$ cat config.mk
export PLATFORM = sky130hd
export DESIGN_NAME = radix4div
export DESIGN_NICKNAME = d
export VERILOG_FILES = /design/src/rtl/radix4_pkg.sv /design/src/rtl/radix4div_step.sv /design/src/rtl/radix4div.sv
export SDC_FILE = /design/constraint.sdc
export NUM_CORES = 1
export LEC_CHECK = 0
export CAP_MARGIN = 20
export CORE_MARGIN = 4
export CORE_UTILIZATION = 56
export DETAILED_ROUTE_END_ITERATION = 16
export GPL_TIMING_DRIVEN = 0
export HOLD_SLACK_MARGIN = 0.15
export PLACE_DENSITY = 0.87
export SLEW_MARGIN = 20
export SYNTH_ARGS = -nofsm -noshare
export SYNTH_HDL_FRONTEND = slang
export SYNTH_SLANG_ARGS = --single-unit
$ cat constraint.sdc
create_clock -name clk -period 3.68 [get_ports clk]
set_input_delay 0.736 -clock clk [delete_from_list [all_inputs] [get_ports clk]]
set_output_delay 0.736 -clock clk [all_outputs]
set_load 0.005 [all_outputs]
$ cat src/rtl/radix4_pkg.sv
// Shared widths, iteration count and FSM encoding for the radix-4 restoring divider.
package radix4_pkg;

    localparam int DW    = 16;
    localparam int VW    = 8;
    localparam int PRW   = 10;
    localparam int NITER = 8;
    localparam int CW    = 3;

    typedef enum logic [1:0] {
        IDLE = 2'd0,
        CALC = 2'd1,
        DONE = 2'd2
    } state_e;

    // 3*y widened to the partial-remainder width; 3*255 = 765 never overflows 10 bits.
    function automatic logic [PRW-1:0] triple_y(input logic [VW-1:0] y_v);
        triple_y = {2'b00, y_v} + {1'b0, y_v, 1'b0};
    endfunction

endpackage

$ cat src/rtl/radix4div_step.sv
// One radix-4 restoring iteration: picks the largest digit k with k*y <= pr and subtracts it.
module radix4div_step
    import radix4_pkg::*;
(
    input  logic [PRW-1:0] pr_i,
    input  logic [VW-1:0]  y_i,
    output logic [1:0]     k_o,
    output logic [PRW-1:0] rem_o
);

    logic [PRW-1:0] y1_s;
    logic [PRW-1:0] y2_s;
    logic [PRW-1:0] y3_s;

    assign y1_s = {2'b00, y_i};
    assign y2_s = {1'b0, y_i, 1'b0};
    assign y3_s = triple_y(y_i);

    // Digit selection from the three parallel 10-bit comparators.
    always_comb begin
        k_o   = 2'd0;
        rem_o = pr_i;
        if (pr_i >= y3_s) begin
            k_o   = 2'd3;
            rem_o = pr_i - y3_s;
        end else if (pr_i >= y2_s) begin
            k_o   = 2'd2;
            rem_o = pr_i - y2_s;
        end else if (pr_i >= y1_s) begin
            k_o   = 2'd1;
            rem_o = pr_i - y1_s;
        end else begin
            k_o   = 2'd0;
            rem_o = pr_i;
        end
    end

endmodule

$ cat src/rtl/radix4div.sv
// Radix-4 restoring divider: 16-bit dividend / 8-bit divisor, 2 quotient bits per cycle.
module radix4div #(
    parameter int DW = 16,
    parameter int VW = 8
) (
    input  logic          clk,
    input  logic          rst_n,
    input  logic          start,
    input  logic [DW-1:0] x,
    input  logic [VW-1:0] y,
    output logic          busy,
    output logic          done,
    output logic [DW-1:0] q,
    output logic [VW-1:0] r,
    output logic          dz
);
    import radix4_pkg::*;

    state_e         state_q;
    state_e         state_d;
    logic           busy_q;
    logic           busy_d;
    logic           done_q;
    logic           done_d;
    logic [CW-1:0]  cnt_q;
    logic [PRW-1:0] pr_q;
    logic [DW-1:0]  xq_q;
    logic [VW-1:0]  yq_q;
    logic [DW-1:0]  q_q;
    logic [VW-1:0]  r_q;
    logic           dz_q;

    logic [PRW-1:0] pr_ext_s;
    logic [1:0]     k_s;
    logic [PRW-1:0] rem_s;
    logic           y_zero_s;
    logic           last_iter_s;
    logic           pr_hi_unused_s;

    // xq_q doubles as the quotient register: dividend bits leave at the top, digits enter at the bottom.
    assign pr_ext_s       = {pr_q[VW-1:0], xq_q[DW-1 -: 2]};
    assign y_zero_s       = (y == {VW{1'b0}});
    assign last_iter_s    = (cnt_q == {CW{1'b0}});
    assign pr_hi_unused_s = ^pr_q[PRW-1:VW];

    radix4div_step u_step (
        .pr_i  (pr_ext_s),
        .y_i   (yq_q),
        .k_o   (k_s),
        .rem_o (rem_s)
    );

    // State register plus registered status flags.
    always_ff @(posedge clk or negedge rst_n) begin
        if (!rst_n) begin
            state_q <= IDLE;
            busy_q  <= 1'b0;
            done_q  <= 1'b0;
        end else begin
            state_q <= state_d;
            busy_q  <= busy_d;
            done_q  <= done_d;
        end
    end

    // Next-state logic.
    always_comb begin
        state_d = state_q;
        case (state_q)
            IDLE: begin
                if (start) begin
                    state_d = y_zero_s ? DONE : CALC;
                end else begin
                    state_d = IDLE;
                end
            end
            CALC: begin
                if (last_iter_s) begin
                    state_d = DONE;
                end else begin
                    state_d = CALC;
                end
            end
            DONE:    state_d = IDLE;
            default: state_d = IDLE;
        endcase
    end

    // Status outputs decoded from the upcoming state so they register in step with it.
    always_comb begin
        busy_d = 1'b0;
        done_d = 1'b0;
        case (state_d)
            CALC:    busy_d = 1'b1;
            DONE:    done_d = 1'b1;
            default: begin
                busy_d = 1'b0;
                done_d = 1'b0;
            end
        endcase
    end

    // Operand capture, iteration datapath and result registers.
    always_ff @(posedge clk or negedge rst_n) begin
        if (!rst_n) begin
            cnt_q <= {CW{1'b0}};
            pr_q  <= {PRW{1'b0}};
            xq_q  <= {DW{1'b0}};
            yq_q  <= {VW{1'b0}};
            q_q   <= {DW{1'b0}};
            r_q   <= {VW{1'b0}};
            dz_q  <= 1'b0;
        end else begin
            case (state_q)
                IDLE: begin
                    if (start) begin
                        xq_q  <= x;
                        yq_q  <= y;
                        pr_q  <= {PRW{1'b0}};
                        cnt_q <= CW'(NITER - 1);
                        if (y_zero_s) begin
                            q_q  <= {DW{1'b1}};
                            r_q  <= x[VW-1:0];
                            dz_q <= 1'b1;
                        end
                    end
                end
                CALC: begin
                    pr_q  <= rem_s;
                    xq_q  <= {xq_q[DW-3:0], k_s};
                    cnt_q <= cnt_q - {{(CW-1){1'b0}}, 1'b1};
                    if (last_iter_s) begin
                        q_q  <= {xq_q[DW-3:0], k_s};
                        r_q  <= rem_s[VW-1:0];
                        dz_q <= 1'b0;
                    end
                end
                default: begin
                end
            endcase
        end
    end

    assign busy = busy_q;
    assign done = done_q;
    assign q    = q_q;
    assign r    = r_q;
    assign dz   = dz_q;

endmodule

== Word level (Yosys, flattened, before mapping) ==
Cells that the tools add are included.
Widths: inputs -> output; s select.
Cells by class
  add/sub/neg operators: 5
  multipliers: 0
  div/mod/pow operators: 0
  order comparisons: 3
  equal/unequal tests: 6
  shift operators: 0
  multiplexer cells: 30
  bitwise logic cells: 0
  reduce and logical (&&, ||, !) cells: 7
Operators with widths (number)
  $mux 16: 4
  $pmux 16 s2: 2
  $mux 8: 7
  $pmux 8 s2: 2
  $sub 8x8->8: 3
  $add 8x9->10: 1
  $ge 10x10->1: 1
  $ge 10x8->1: 1
  $ge 10x9->1: 1
  $mux 2: 5
  $logic_not 8->1: 1
  $mux 1: 6
  $ne 2x2->1 const B: 3
  $pmux 3 s2: 1
  $eq 2x1->1 const B: 2
  $pmux 2 s2: 1
  $reduce_and 2->1: 2
  $reduce_and 4->1: 1
  $logic_not 3->1: 1
  $mux 3: 1
  $sub 3x1->3 const B: 1
  $eq 2x2->1 const B: 1
  $logic_not 2->1: 1
  $pmux 1 s2: 1
  $reduce_bool 2->1: 1
Storage, ports and cells
  bits in registers: 64
  bits in latches: 0
  memory bits (writable): 0
  ROM bits: 0
  input port bits: 27
  output and inout bits: 27
  memories kept: 0

== Depth between registers and ports, before layout ==
Gate-level depths: netlist of the first run.
  depth in word-level cells: 6
  depth in mapped cells: 18

== By module ==
A second synthesis of the first run with hierarchy kept.
Unflattened totals
  cells, all modules: 480
  area total of the unflattened synthesis: 4399.2 um^2
By module, submodules not included
  radix4div: times used 1, cells an instance 248, area an instance 2727.6 um^2, seq. area each 1601.5 um^2
  radix4div_step: times used 1, cells an instance 232, area an instance 1671.6 um^2, seq. area each 0.0 um^2

== Least setup slack after synthesis of the first run ==
Ideal clock, no wire load.
  path type: register -> register
  start: reg yq_q[1]
  end: reg r_q[6], in the netlist r[6]
  setup time: 0.104 ns
  data arrival time: 3.081 ns
  setup slack: 0.495 ns
  cell stages (with the launch flop): 18
  buffers on the path: 1
  cells stage by stage: dfrtp_1 -> ha_1 -> inv_1 -> fa_1 -> inv_1 -> a21oi_1 -> o21bai_1 -> a21o_1 -> a21o_1 -> xnor2_1 -> ha_1 -> a21oi_1 -> o21ai_0 -> a21o_1 -> buf_2 -> a21oi_1 -> a22oi_1 -> a221oi_1
On the way
  cells in the longest elaborated chain, start to end: 6
  elaborated cells between the ends (all ways): 12
  classes of those cells: add/sub (4); order compare (3); mux (5)
Ends and longest elaborated chain
  from (decl): RTL line radix4div.sv:28  | logic [VW-1:0] yq_q;
  from (signal assigned): RTL line radix4div.sv:109  | yq_q <= {VW{1'b0}};
  from (signal assigned): RTL line radix4div.sv:118  | yq_q <= y;
  parallel branches: the longest is 3 deep, another holds $add 8x9->10
  $mux 8 *: RTL line radix4div_step.sv:23  | if (pr_i >= y3_s) begin
  $mux 8 *: RTL line radix4div.sv:132  | if (last_iter_s) begin
  $pmux 8 s2 *: RTL line radix4div.sv:114  | case (state_q)
  to (signal assigned): RTL line radix4div.sv:111  | r_q <= {VW{1'b0}};
  to (signal assigned): RTL line radix4div.sv:123  | r_q <= x[VW-1:0];
  to (signal assigned): RTL line radix4div.sv:134  | r_q <= rem_s[VW-1:0];
  to (decl): RTL line radix4div.sv:30  | logic [VW-1:0] r_q;
Mark *: on every way between the ends. The select of a mux whose other input is x is not followed.
A chain may end at the register's enable or synchronous reset.

== Worst setup path after layout of the first run ==
  start: reg yq_q[0]
  end: reg r_q[3], in the netlist r[3]
Same word-level chain as after synthesis.

==> run metrics, run 1 <==
Starting Density=0.5716; syn_area_per_cell=8.926 µm²; core area=7214 µm²; area grow syn2layout=23.48%; antenna violations before repair=0; Total Wirelength=11750 µm; WL met1=4684 µm; via count=3942; Synth async-reset ratio=1.000; R2R Path Start=yq_q[0]; fin crit period=3.496 ns; crit path to=r[3]; # clock sinks=64; ys flop type=dfrtp_1; largest cells by area after synthesis=dfrtp_1 (39%), ha_1 (11%), nand2_1 (6.3%), o21ai_0 (4.2%), a21oi_1 (3.4%); number of enable flip-flop cells after synthesis=0; Synth top area share=0.3883; crit path DAT=3.70 ns; Worst setup EP type=register; Met3 Wirelength=702 µm; crit path launch=yq_q[0]; first-pass GRT wire length=18980 µm; Mapped Cells=462; Slew HR=0.5732; Port Buffers=53; wire length per cell=18.42 µm; Final Util=0.7059; Pre-antenna DRT Iters=5; post-synthesis cell type count=50; n_diodes=0; Least-Margin Pin Slew=0.6402 ns; total gr overflow=0; Die Span X=93.82 µm; Max Clock Freq=286.0 MHz; crit path launch type=register; Top Metal Used=met4; worst hold slack=0.1886 ns; clk buf depth=2; routed wl met2=6029 µm; initial DRC count=326; CP max-delay cell=dfrtp_1; reg2reg path depth=18; cell area after synthesis=4124 µm²; Yosys reg bits=64; number of CTS-inserted buffers=9; top cell type by total area after synthesis=dfrtp_1; critical path class=reg -> reg; Clock transition at path regs=0.08 ns; die height=93.82 µm; RePlAce Congestion=0.9451; Slew Limit Fails=0; crit-path max cell delay=0.43 ns; part of the Yosys area used for sequential elements=0.3883; syn nets=528; clock root cell=clkbuf_8; CTS tree=built; worst-skew pair later-pin latency=0.35 ns; Synth Warn #=0; Critical Path RT=3.88 ns; Setup Skew=0.01151 ns; die area=8801 µm²; reg-to-reg endpoint=r[3]; outcome=finished clean; DPL Wire Length=8605 µm; nets=600; Rows=31; layout cells sized above 1=0.07607; hold_buf cts=0; CP Max Fanout=9; I/O Pins=54; hold crit path type=in -> async; Worst R2R Setup Slack=0.18 ns; final hold violations=0; drt drc=0; largest net degree at the start of global routing=61; crit-path cells=ha_1 -> inv_1 -> fa_2 -> inv_1 -> a21oi_2 -> o21bai_2 -> a21o_1 -> a21o_1 -> xnor2_1 -> ha_1 -> a21oi_2 -> o21ai_0 -> a21o_2 -> buf_6 -> nand3_1 -> o41ai_1 -> a31oi_1 -> a31oi_1; Vias/cell=6.179; max_cap viols=0; GRT Util Overall=0.2772; period utilisation layout=0.9501; DRT antenna net count=0; H-tree level count=3; vias in the first global route=3984; final setup vio count=0
## cell usage in the layout, fill, tap and decap left out, types with 4 or more instances in the layout
| master | Yosys | final |
|---|---|---|
| ha_1 | 35 | 35 |
| buf_4 | 0 | 8 |
| o22a_1 | 14 | 14 |
| a22oi_1 | 4 | 4 |
| nand2_1 | 69 | 69 |
| clkbuf_1 | 16 | 17 |
| nor2b_1 | 6 | 6 |
| xnor2_1 | 6 | 6 |
| nor3_1 | 6 | 6 |
| dfrtp_1 | 64 | 63 |
| o21ai_0 | 35 | 35 |
| clkdlybuf4s50_1 | 0 | 52 |
| nand3_1 | 9 | 9 |
| inv_1 | 25 | 25 |
| a21oi_2 | 0 | 4 |
| nand2b_1 | 4 | 4 |
| a31oi_1 | 22 | 21 |
| nor2_1 | 32 | 32 |
| a211oi_1 | 4 | 4 |
| a21o_1 | 11 | 10 |
| xor2_1 | 10 | 10 |
| clkbuf_8 | 0 | 11 |
| a21oi_1 | 28 | 24 |
| o211ai_1 | 5 | 5 |
## cell usage after synthesis, types with 5 or more instances
cell type  instances
nor2_1            32
a31oi_1           22
xor2_1            10
a21o_1            11
ha_1              35
o21ai_0           35
nand2_1           69
dfrtp_1           64
o211ai_1           5
a21oi_1           28
nor3_1             6
nor2b_1            6
o22a_1            14
nand3_1            9
clkbuf_1          16
xnor2_1            6
inv_1             25
## final cells by class
class	instances	area, µm²
clock buffers	12	155.1
well taps	99	123.9
plain buffers	20	90.09
clock inverters	4	28.78
fillers	520	2122
flip-flops and latches	64	1603
multi-input cells	353	2390
repair buffers	61	608.1
inverters	25	93.84
## metrics by stage
stage | worst slack (ns) | setup TNS (ns) | cell area (µm²) | std cells
floorplan | 0.4949 | 0 | 4124 | 462
global route | -0.005905 | -0.005905 | 5092 | 638
finish | 0.1837 | 0 | 5092 | 638
CTS | 0.03425 | 0 | 4996 | 631
detailed placement | -0.08145 | -0.1842 | 4803 | 615
global placement | -0.1006 | -6.235 | 4778 | 614
## sequential cells by signal (all words and copies together), names as in the netlist, 2 cells and up
signal	count
cnt_q	3
state_q	2
q	16
r	8
xq_q	16
yq_q	8
pr_q	8
## what timing repair did
action / in CTS / in global routing
hold endpoints to repair: 0 / 0
setup buffers: 0 / 7
pin swaps: 0 / 5
endpoints found under the setup margin: 8 / 14
resized for setup: 3 / 11
## logic make-up (layout without fill, tap and decap cells)
kind of cell	after synthesis	count (layout)	synth area share
XOR/XNOR	16	16	0.03398
adder cells (fa/ha/maj)	39	39	0.1256
AND/OR/NAND/NOR	144	144	0.1547
multiplexers	3	3	0.007282
AO/OA/AOI/OAI	151	151	0.2470
buffers and inverters	45	122	0.04308
flip-flops	64	64	0.3884
## how the worst min path moves through the flow
| stage | startpoint | endpoint | slack, ns | depth (start not counted) |
|---|---|---|---|---|
| after floorplan | rst_n | busy | 0.44 | 0 |
| after global placement | cnt_q[0] | cnt_q[0] | 0.46 | 1 |
| after detailed placement | dz | dz | 0.47 | 2 |
| after CTS | rst_n | q[10] | 0.19 | 1 |
| after global routing | rst_n | q[10] | 0.17 | 1 |
| final | rst_n | q[11] | 0.19 | 1 |
## metal layers
layer | GRT usage | vias to the layer above
met3 | 0.05529 | 33
met5 | 0 | -
met1 | 0.3385 | 1908
met4 | 0.1155 | 0
li1 | - | 1803
met2 | 0.4760 | 198
## critical path, delay by kind of cell, from the launching register on
| kind | cells | cell delay, ns |
|---|---|---|
| DFF | 1 | 0.43 |
| buffers and inverters | 3 | 0.28 |
| AOI/OAI and AO/OA | 10 | 1.64 |
| xor gates and xnor gates | 1 | 0.13 |
| and+or+nand+nor | 1 | 0.09 |
| adders and majority gates | 3 | 0.77 |
Power of run 1 is left out: the tool's default activity adds up to more than one toggle a clock period on the data nets, which glitch-free logic cannot reach.
==> run 2: changes to the inputs <==
--- a/config.mk
+++ b/config.mk
@@ -12,6 +12,7 @@
 export GPL_TIMING_DRIVEN = 0
 export HOLD_SLACK_MARGIN = 0.15
 export PLACE_DENSITY = 0.87
+export SETUP_SLACK_MARGIN = 0.02
 export SLEW_MARGIN = 20
 export SYNTH_ARGS = -nofsm -noshare
 export SYNTH_HDL_FRONTEND = slang
==> run 2 against run 1 <==
- cell count up 0.31%
- global-route usage unchanged
- flip-flop and latch count unchanged
- register-to-register slack got worse by 0.03 ns
- first-iteration DRC count rose by 35%
- die area did not move
- critical path depth decreased by 1
- via count up 1.7%
- worst hold slack got worse by 0.0016 ns
- design area increased by 0.25%
- fmax fell by 0.90%
- sequential share of layout area decreased by 0.077 points
- critical path type unchanged
- largest cell class unchanged
==> run metrics, run 2 (synthesis results as in run 1) <==
outcome=finished clean (unchanged); number of CTS-inserted buffers=9 (unchanged); Met3 Wirelength=863 µm (was 702 µm); die height=93.82 µm (unchanged); Max Clock Freq=283.5 MHz (was 286.0 MHz); most frequent cells in the layout=nand2_1 (69), dfrtp_1 (63), clkdlybuf4s50_1 (52) (unchanged); hold crit path type=in -> async (unchanged); core area=7214 µm² (unchanged); top cell family by delay on the critical path=compound AO/OA/AOI/OAI gates (unchanged); Rows=31 (unchanged); routed wl met2=6121 µm (was 6029 µm); vias in the first global route=3984 (unchanged); Starting Density=0.5716 (unchanged); period utilisation layout=0.9587 (was 0.9501); WL met1=4584 µm (was 4684 µm); nets=602 (was 600); DP Area=4803 µm² (unchanged); Pre-antenna DRT Iters=5 (unchanged); layout cells sized above 1=0.07763 (was 0.07607); crit path DAT=3.72 ns (was 3.70 ns); n_diodes=0 (unchanged); most common cell after layout, fill and taps aside=nand2_1 (unchanged); Critical Path RT=3.87 ns (was 3.88 ns); # clock sinks=64 (unchanged); Port Buffers=53 (unchanged); CP Buf/Inv Count=3 (unchanged); crit-path max cell delay=0.43 ns (about the same); final hold violations=0 (unchanged); final setup vio count=0 (unchanged); area grow syn2layout=23.79% (was 23.48%); Die Span X=93.82 µm (unchanged); CTS tree=built (unchanged); Vias/cell=6.263 (was 6.179); Least-Margin Pin Slew=0.6351 ns (was 0.6402 ns); I/O Pins=54 (unchanged); DPL Wire Length=8605 µm (unchanged); Worst setup EP type=register (unchanged); critical path class=reg -> reg (unchanged); critical path depth in cells=17 (was 18); CP Max Fanout=4 (was 9); worst hold slack=0.1870 ns (was 0.1886 ns); Setup Slack @ Placement=-0.08145 ns (unchanged); Slew HR=0.5766 (was 0.5732); Final Util=0.7076 (was 0.7059); first-pass GRT wire length=18980 µm (unchanged); Clock transition at path regs=0.08 ns (about the same); die area=8801 µm² (unchanged); drt drc=0 (unchanged); PnR worst setup slack=0.1521 ns (was 0.1837 ns); fin crit period=3.528 ns (was 3.496 ns); Total Wirelength=11980 µm (was 11750 µm); H-tree level count=3 (unchanged); crit-path cells=ha_1 -> inv_1 -> fa_2 -> inv_1 -> a21oi_2 -> o21bai_2 -> a21o_1 -> a21o_1 -> xnor2_1 -> ha_1 -> nand4_1 -> a21oi_1 -> a21o_1 -> buf_2 -> a21oi_1 -> a22oi_1 -> o21ai_0 (was ha_1 -> inv_1 -> fa_2 -> inv_1 -> a21oi_2 -> o21bai_2 -> a21o_1 -> a21o_1 -> xnor2_1 -> ha_1 -> a21oi_2 -> o21ai_0 -> a21o_2 -> buf_6 -> nand3_1 -> o41ai_1 -> a31oi_1 -> a31oi_1); GRT Util Overall=0.2772 (unchanged); DRT antenna net count=0 (unchanged); CP max-delay cell=dfrtp_1 (unchanged); clk buf depth=2 (unchanged); RSZ-0062 raised after global routing=no; total gr overflow=0 (unchanged); via count=4008 (was 3942); reg2reg path depth=17 (was 18); Top Metal Used=met4 (unchanged); Design Area, Final=5105 µm² (was 5092 µm²); initial DRC count=440 (was 326); layout filler cell count=517 (was 520); Slew Limit Fails=0 (unchanged); most used cell, CP=a21o_1; worst-skew pair later-pin latency=0.35 ns (about the same); crit path launch type=register (unchanged); largest net degree at the start of global routing=61 (unchanged); clock root cell=clkbuf_8 (unchanged); RePlAce Congestion=0.9451 (unchanged); max_cap viols=0 (unchanged); Setup Skew=0.01213 ns (was 0.01151 ns); antenna violations before repair=0 (unchanged); wire length per cell=18.72 µm (was 18.42 µm)
## run 2: final cells by class
type                    instances  area, µm²  share of cell area
multi-input cells             354       2397              0.4696
flip-flops and latches         64       1603              0.3140
repair buffers                 62      613.1              0.1201
clock buffers                  12      155.1             0.03039
well taps                      99      123.9             0.02426
inverters                      25      93.84             0.01838
plain buffers                  20      90.09             0.01765
clock inverters                 4      28.78            0.005637
## run 2: layer usage
| metal | global-route usage | up-vias |
|---|---|---|
| met2 | 0.4760 | 229 |
| met5 | 0 | - |
| li1 | - | 1816 |
| met4 | 0.1155 | 0 |
| met1 | 0.3385 | 1917 |
| met3 | 0.05529 | 46 |
## run 2: what timing repair did
action,CTS,global route
hold buffers,0,0
setup endpoints to repair,9,15
buffers inserted,0,7
cloned,0,2
pin swaps,0,5
gates resized for setup,3,12
## run 2: final timing paths
kind	slack, ns	endpoint	from
max in group asynchronous	2.99	yq_q[1]	rst_n
max reg2reg	0.15	r[2]	yq_q[0]
max	0.15	r[2]	yq_q[0]
min in group clk	0.48	dz	dz
min	0.19	q[11]	rst_n
min reg2reg	0.48	dz	dz
## run 2: per-stage QoR
step | std cells | TNS (ns)
6_report | 640 | 0
5_1_grt | 640 | 0
4_1_cts | 631 | 0
3_5_place_dp | 615 | -0.1842
3_3_place_gp | 614 | -6.235
2_1_floorplan | 462 | 0
Power of run 2 is left out for the same reason.
==> run 3: changes to the inputs <==
--- a/config.mk
+++ b/config.mk
@@ -12,6 +12,7 @@
 export GPL_TIMING_DRIVEN = 0
 export HOLD_SLACK_MARGIN = 0.15
 export PLACE_DENSITY = 0.87
+export RECOVER_POWER = 100
 export SETUP_SLACK_MARGIN = 0.02
 export SLEW_MARGIN = 20
 export SYNTH_ARGS = -nofsm -noshare
==> run 3 against run 2 <==
- die area stayed put
- design area is 0.74% lower
- core utilization decreased by 0.52 points
- wire length decreased by 0.22%
- non-clock buffer count unchanged
- largest cell class unchanged
==> run metrics, run 3 (synthesis results as in run 1) <==
core area=7214 µm² (unchanged); Max Clock Freq=283.6 MHz (was 283.5 MHz); total gr overflow=0 (unchanged); most used cell, CP=a21o_1 (unchanged); area grow syn2layout=22.88% (was 23.79%); outcome=finished clean (unchanged); largest net degree at the start of global routing=61 (unchanged); Critical Path RT=3.87 ns (about the same); nets=602 (unchanged); Pre-antenna DRT Iters=5 (unchanged); initial DRC count=389 (was 440); final setup vio count=0 (unchanged); Slew Limit Fails=0 (unchanged); Rows=31 (unchanged); CTS tree=built (unchanged); most frequent cells in the layout=nand2_1 (69), dfrtp_1 (63), ha_1 (35) (was nand2_1 (69), dfrtp_1 (63), clkdlybuf4s50_1 (52)); clock root cell=clkbuf_8 (unchanged); RSZ-0062 raised after global routing=no (unchanged); Least-Margin Pin Slew=1.452 ns (was 0.6351 ns); fin crit period=3.526 ns (was 3.528 ns); placed insts=615 (unchanged); layout filler cell count=524 (was 517); Clock transition at path regs=0.08 ns (about the same); worst hold slack=0.2275 ns (was 0.1870 ns); DRT antenna net count=0 (unchanged); FF/Latch Area=1603 µm² (unchanged); n_diodes=0 (unchanged); Port Buffers=53 (unchanged); Design Area, Final=5067 µm² (was 5105 µm²); layout cells sized above 1=0.07209 (was 0.07763); Vias/cell=6.234 (was 6.263); hold crit path type=in -> async (unchanged); # clock sinks=64 (unchanged); crit-path cells=ha_1 -> inv_1 -> fa_2 -> inv_1 -> a21oi_2 -> o21bai_2 -> a21o_1 -> a21o_1 -> xnor2_1 -> ha_1 -> nand4_1 -> a21oi_1 -> a21o_1 -> buf_2 -> a21oi_1 -> a22oi_1 -> o21ai_0 (unchanged); vias in the first global route=3984 (unchanged); die area=8801 µm² (unchanged); crit-path max cell delay=0.43 ns (about the same); max_cap viols=0 (unchanged); footprint of the multi-input gates=2390 µm² (was 2397 µm²); crit path launch type=register (unchanged); crit path DAT=3.72 ns (about the same); wire length per cell=18.68 µm (was 18.72 µm); Setup Slack @ Placement=-0.08145 ns (unchanged); final hold violations=0 (unchanged); CP max-delay cell=dfrtp_1 (unchanged); CP Max Fanout=4 (unchanged); I/O Pins=54 (unchanged); H-tree level count=3 (unchanged); Die Span X=93.82 µm (unchanged); Setup Skew=0.01446 ns (was 0.01213 ns); number of CTS-inserted buffers=9 (unchanged); first-pass GRT wire length=18980 µm (unchanged); Cell Count, Final, Fillers Out=640 (unchanged); CP Buf/Inv Count=3 (unchanged); RePlAce Congestion=0.9451 (unchanged); via count=3990 (was 4008); top cell family by delay on the critical path=compound AO/OA/AOI/OAI gates (unchanged); period utilisation layout=0.9582 (was 0.9587); clk buf depth=2 (unchanged); antenna violations before repair=0 (unchanged); Total Wirelength=11950 µm (was 11980 µm); Worst setup EP type=register (unchanged); PnR worst setup slack=0.1538 ns (was 0.1521 ns); drt drc=0 (unchanged); worst-skew pair later-pin latency=0.35 ns (about the same); GRT Util Overall=0.2772 (unchanged); Starting Density=0.5716 (unchanged); DPL Wire Length=8605 µm (unchanged); DP Area=4803 µm² (unchanged); hold_buf cts=0 (unchanged); die height=93.82 µm (unchanged); Slew HR=0.03185 (was 0.5766); most common cell after layout, fill and taps aside=nand2_1 (unchanged); critical path class=reg -> reg (unchanged)
==> run 3: layout make-up <==
class,instances,share of cell area
multi-input cells,354,0.4716
flip-flops and latches,64,0.3163
repair buffers,62,0.1151
clock buffers,12,0.03062
well taps,99,0.02444
inverters,25,0.01852
plain buffers,20,0.01778
clock inverters,4,0.005679
==> run 3: per-stage QoR <==
stage                     utilization  setup TNS, ns
after floorplan                     -              0
after global placement         0.6623         -6.235
after detailed placement       0.6658        -0.1842
after CTS                      0.6925              0
after global routing           0.7024              0
final                          0.7024              0
==> run 3: worst register-to-register path, delay by kind of cell (launching register included) <==
| family | cells | cell delay [ns] |
|---|---|---|
| simple gates | 1 | 0.11 |
| flops | 1 | 0.43 |
| fa+ha+maj | 3 | 0.76 |
| xor+xnor | 1 | 0.13 |
| buf+inv | 3 | 0.31 |
| compound gates | 9 | 1.61 |
==> run 3: path summary, 6_finish.rpt <==
kind | from | endpoint | slack (ns) | cells after the start
setup reg to reg | yq_q[0] | r[2] | 0.15 | 17
hold / removal | rst_n | q[12] | 0.23 | 1
min in group clk | dz | dz | 0.47 | 2
hold reg to reg | dz | dz | 0.47 | 2
max in group asynchronous | rst_n | yq_q[1] | 1.67 | 2
setup / recovery | yq_q[0] | r[2] | 0.15 | 17
==> run 3: metal layers <==
metal	vias to the layer above	wire length, µm	share of wire	global-route usage
met1	1932	4626	0.39	0.3385
met5	-	0	0	0
met4	0	385	0.032	0.1155
li1	1817	-	-	-
met3	42	777	0.065	0.05529
met2	199	6164	0.52	0.4760
==> run 3: what timing repair did <==
| item | CTS | global route |
|---|---|---|
| resized for setup | 3 | 12 |
| cloned | 0 | 2 |
| pin swaps | 0 | 5 |
| setup buffers | 0 | 7 |
| endpoints found under the setup margin | 9 | 15 |
| hold endpoints to repair | 0 | 0 |
Power of run 3 is left out for the same reason.
==> RTL change (settings of run 1) <==
Register the output `r` once more, without a reset; this adds one clock of latency there. The other outputs are not delayed to match.
--- a/src/rtl/radix4div.sv
+++ b/src/rtl/radix4div.sv
@@ -144,7 +144,9 @@
     assign busy = busy_q;
     assign done = done_q;
     assign q    = q_q;
-    assign r    = r_q;
+    always_ff @(posedge clk) begin
+        r <= r_q;
+    end
     assign dz   = dz_q;
 
 endmodule
Function: changed (Yosys sat finds a counterexample within 4 cycles, from zero or initial values and one cycle with rst_n low).
==> RTL change against run 1 <==
Synthesized cell count up 5.2%. Critical path depth is 1 lower. Sequential cell count increased by 8. Clock skew up 0.0011 ns. Final area up 7.2%. Non-clock buffer count up 2. Synthesized area increased by 5.4%. Setup slack got worse by 0.16 ns. Wire length up 2.8%. Sequential share of layout area grew 0.82 points.
Power is left out: the tool's default activity adds up to more than one toggle a clock period on the data nets, which glitch-free logic cannot reach.
==> RTL change: results (changes against run 1) <==
[drt]
num_vias = 3999  ; +1.4%
drt-wirelength-per-cell_um = 18.1  ; -1.8%
wirelength_mm = 12.1  ; +2.8%
drt-initial-drc-count = 329  ; +0.92%

[timing]
tightest_slew_ns = 0.748  ; +0.108 ns
skew_ns = 0.0126  ; +0.00111 ns

[worst_setup_path]
slowest_stage = dfrtp_2
cp_max_fo = 5  ; -4
rrSetupSlack_ns = 0.03  ; -0.16 ns
cp.arrival_ns = 3.92  ; +0.22 ns

[placement]
hpwl_mm = 8.79  ; +2.1%
dp_cells = 639  ; +3.9%

[global_routing]
grt_max_degree = 43  ; -30%
grt_first_pass_wirelength_mm = 19.4  ; +2.4%
grt_use_total_pct = 27.7  ; +0.028 points

[yosys]
ys_types = 60  ; +20%
async_flop_share_pct = 88.9  ; -11 points
netlist_top_cells_count = nand2_1, dfrtp_1, nor2_1
synth.area.top_cells = dfrtp_1, ha_1, nand2_1
synth_nets = 552  ; +4.5%
syn_inst = 486  ; +5.2%

[finish]
fin_nets = 630  ; +5.0%
layout-drive-gt1-share_pct = 11.8  ; +4.2 points
fill_cells = 530  ; +1.9%

[run_status]
status = finished, final reports clean

## RTL change: critical path, delay by kind of cell, from the launching register on
kind | cells | cell delay [ns]
AOI/OAI and AO/OA | 8 | 1.66
DFF | 1 | 0.44
xor gates and xnor gates | 1 | 0.22
buffers and inverters | 2 | 0.10
adders and majority gates | 3 | 0.64
and+or+nand+nor | 3 | 0.51
## RTL change: metrics by stage
| step | hold WS, ns | setup slack (ns) | TNS, ns |
|---|---|---|---|
| finish | 0.274 | 0.0285 | 0 |
| global route | 0.278 | -0.103 | -0.410 |
| CTS | 0.272 | 0.0108 | 0 |
| detailed placement | 0.357 | -0.432 | -4.38 |
| global placement | 0.354 | -0.332 | -8.09 |
| floorplan | 0.342 | 0.159 | 0 |
## RTL change: path summary, 6_finish.rpt
path                       startpoint      end  depth (start not counted)
max                           yq_q[1]   r_q[4]                         17
min                             rst_n     q[9]                          1
max reg2reg                   yq_q[1]   r_q[4]                         17
min reg2reg                    r_q[5]     r[5]                          0
max in group asynchronous       rst_n  yq_q[1]                          2
min in group clk               r_q[5]     r[5]                          0
## RTL change: layout make-up
cell class	count	area (sq um)	area share [%]
Buffer	16	70.1	1.28
Clock buffer	11	131	2.41
Clock inverter	5	82.6	1.51
Inverter	26	97.6	1.79
Multi-Input combinational cell	372	2540	46.5
Sequential cell	72	1760	32.3
Tap cell	99	124	2.27
Timing Repair Buffer	67	653	12.0
## RTL change: timing repair
action                                  in CTS  in global routing
pin swaps                                   14                 11
endpoints found under the setup margin      20                 20
resized for setup                           14                 15
buffers inserted                            11                  3
## RTL change: per-layer routing
layer  vias to the layer above  GRT usage [%]  part of all wire (%)
met1                      1916           38.1                    44
met3                        33           6.02                   6.7
met2                       170           43.6                    47
li1                       1880              -                     -
met5                         -              0                     0
met4                         0           9.24                   2.0
## RTL change: logic make-up after synthesis
group           share of synthesized area [%]
compound gates                           21.3
xor+xnor                                 3.43
fa+ha+maj                                11.9
buf+inv                                  3.71
flops                                    40.5
mux                                      1.87
simple gates                             17.2
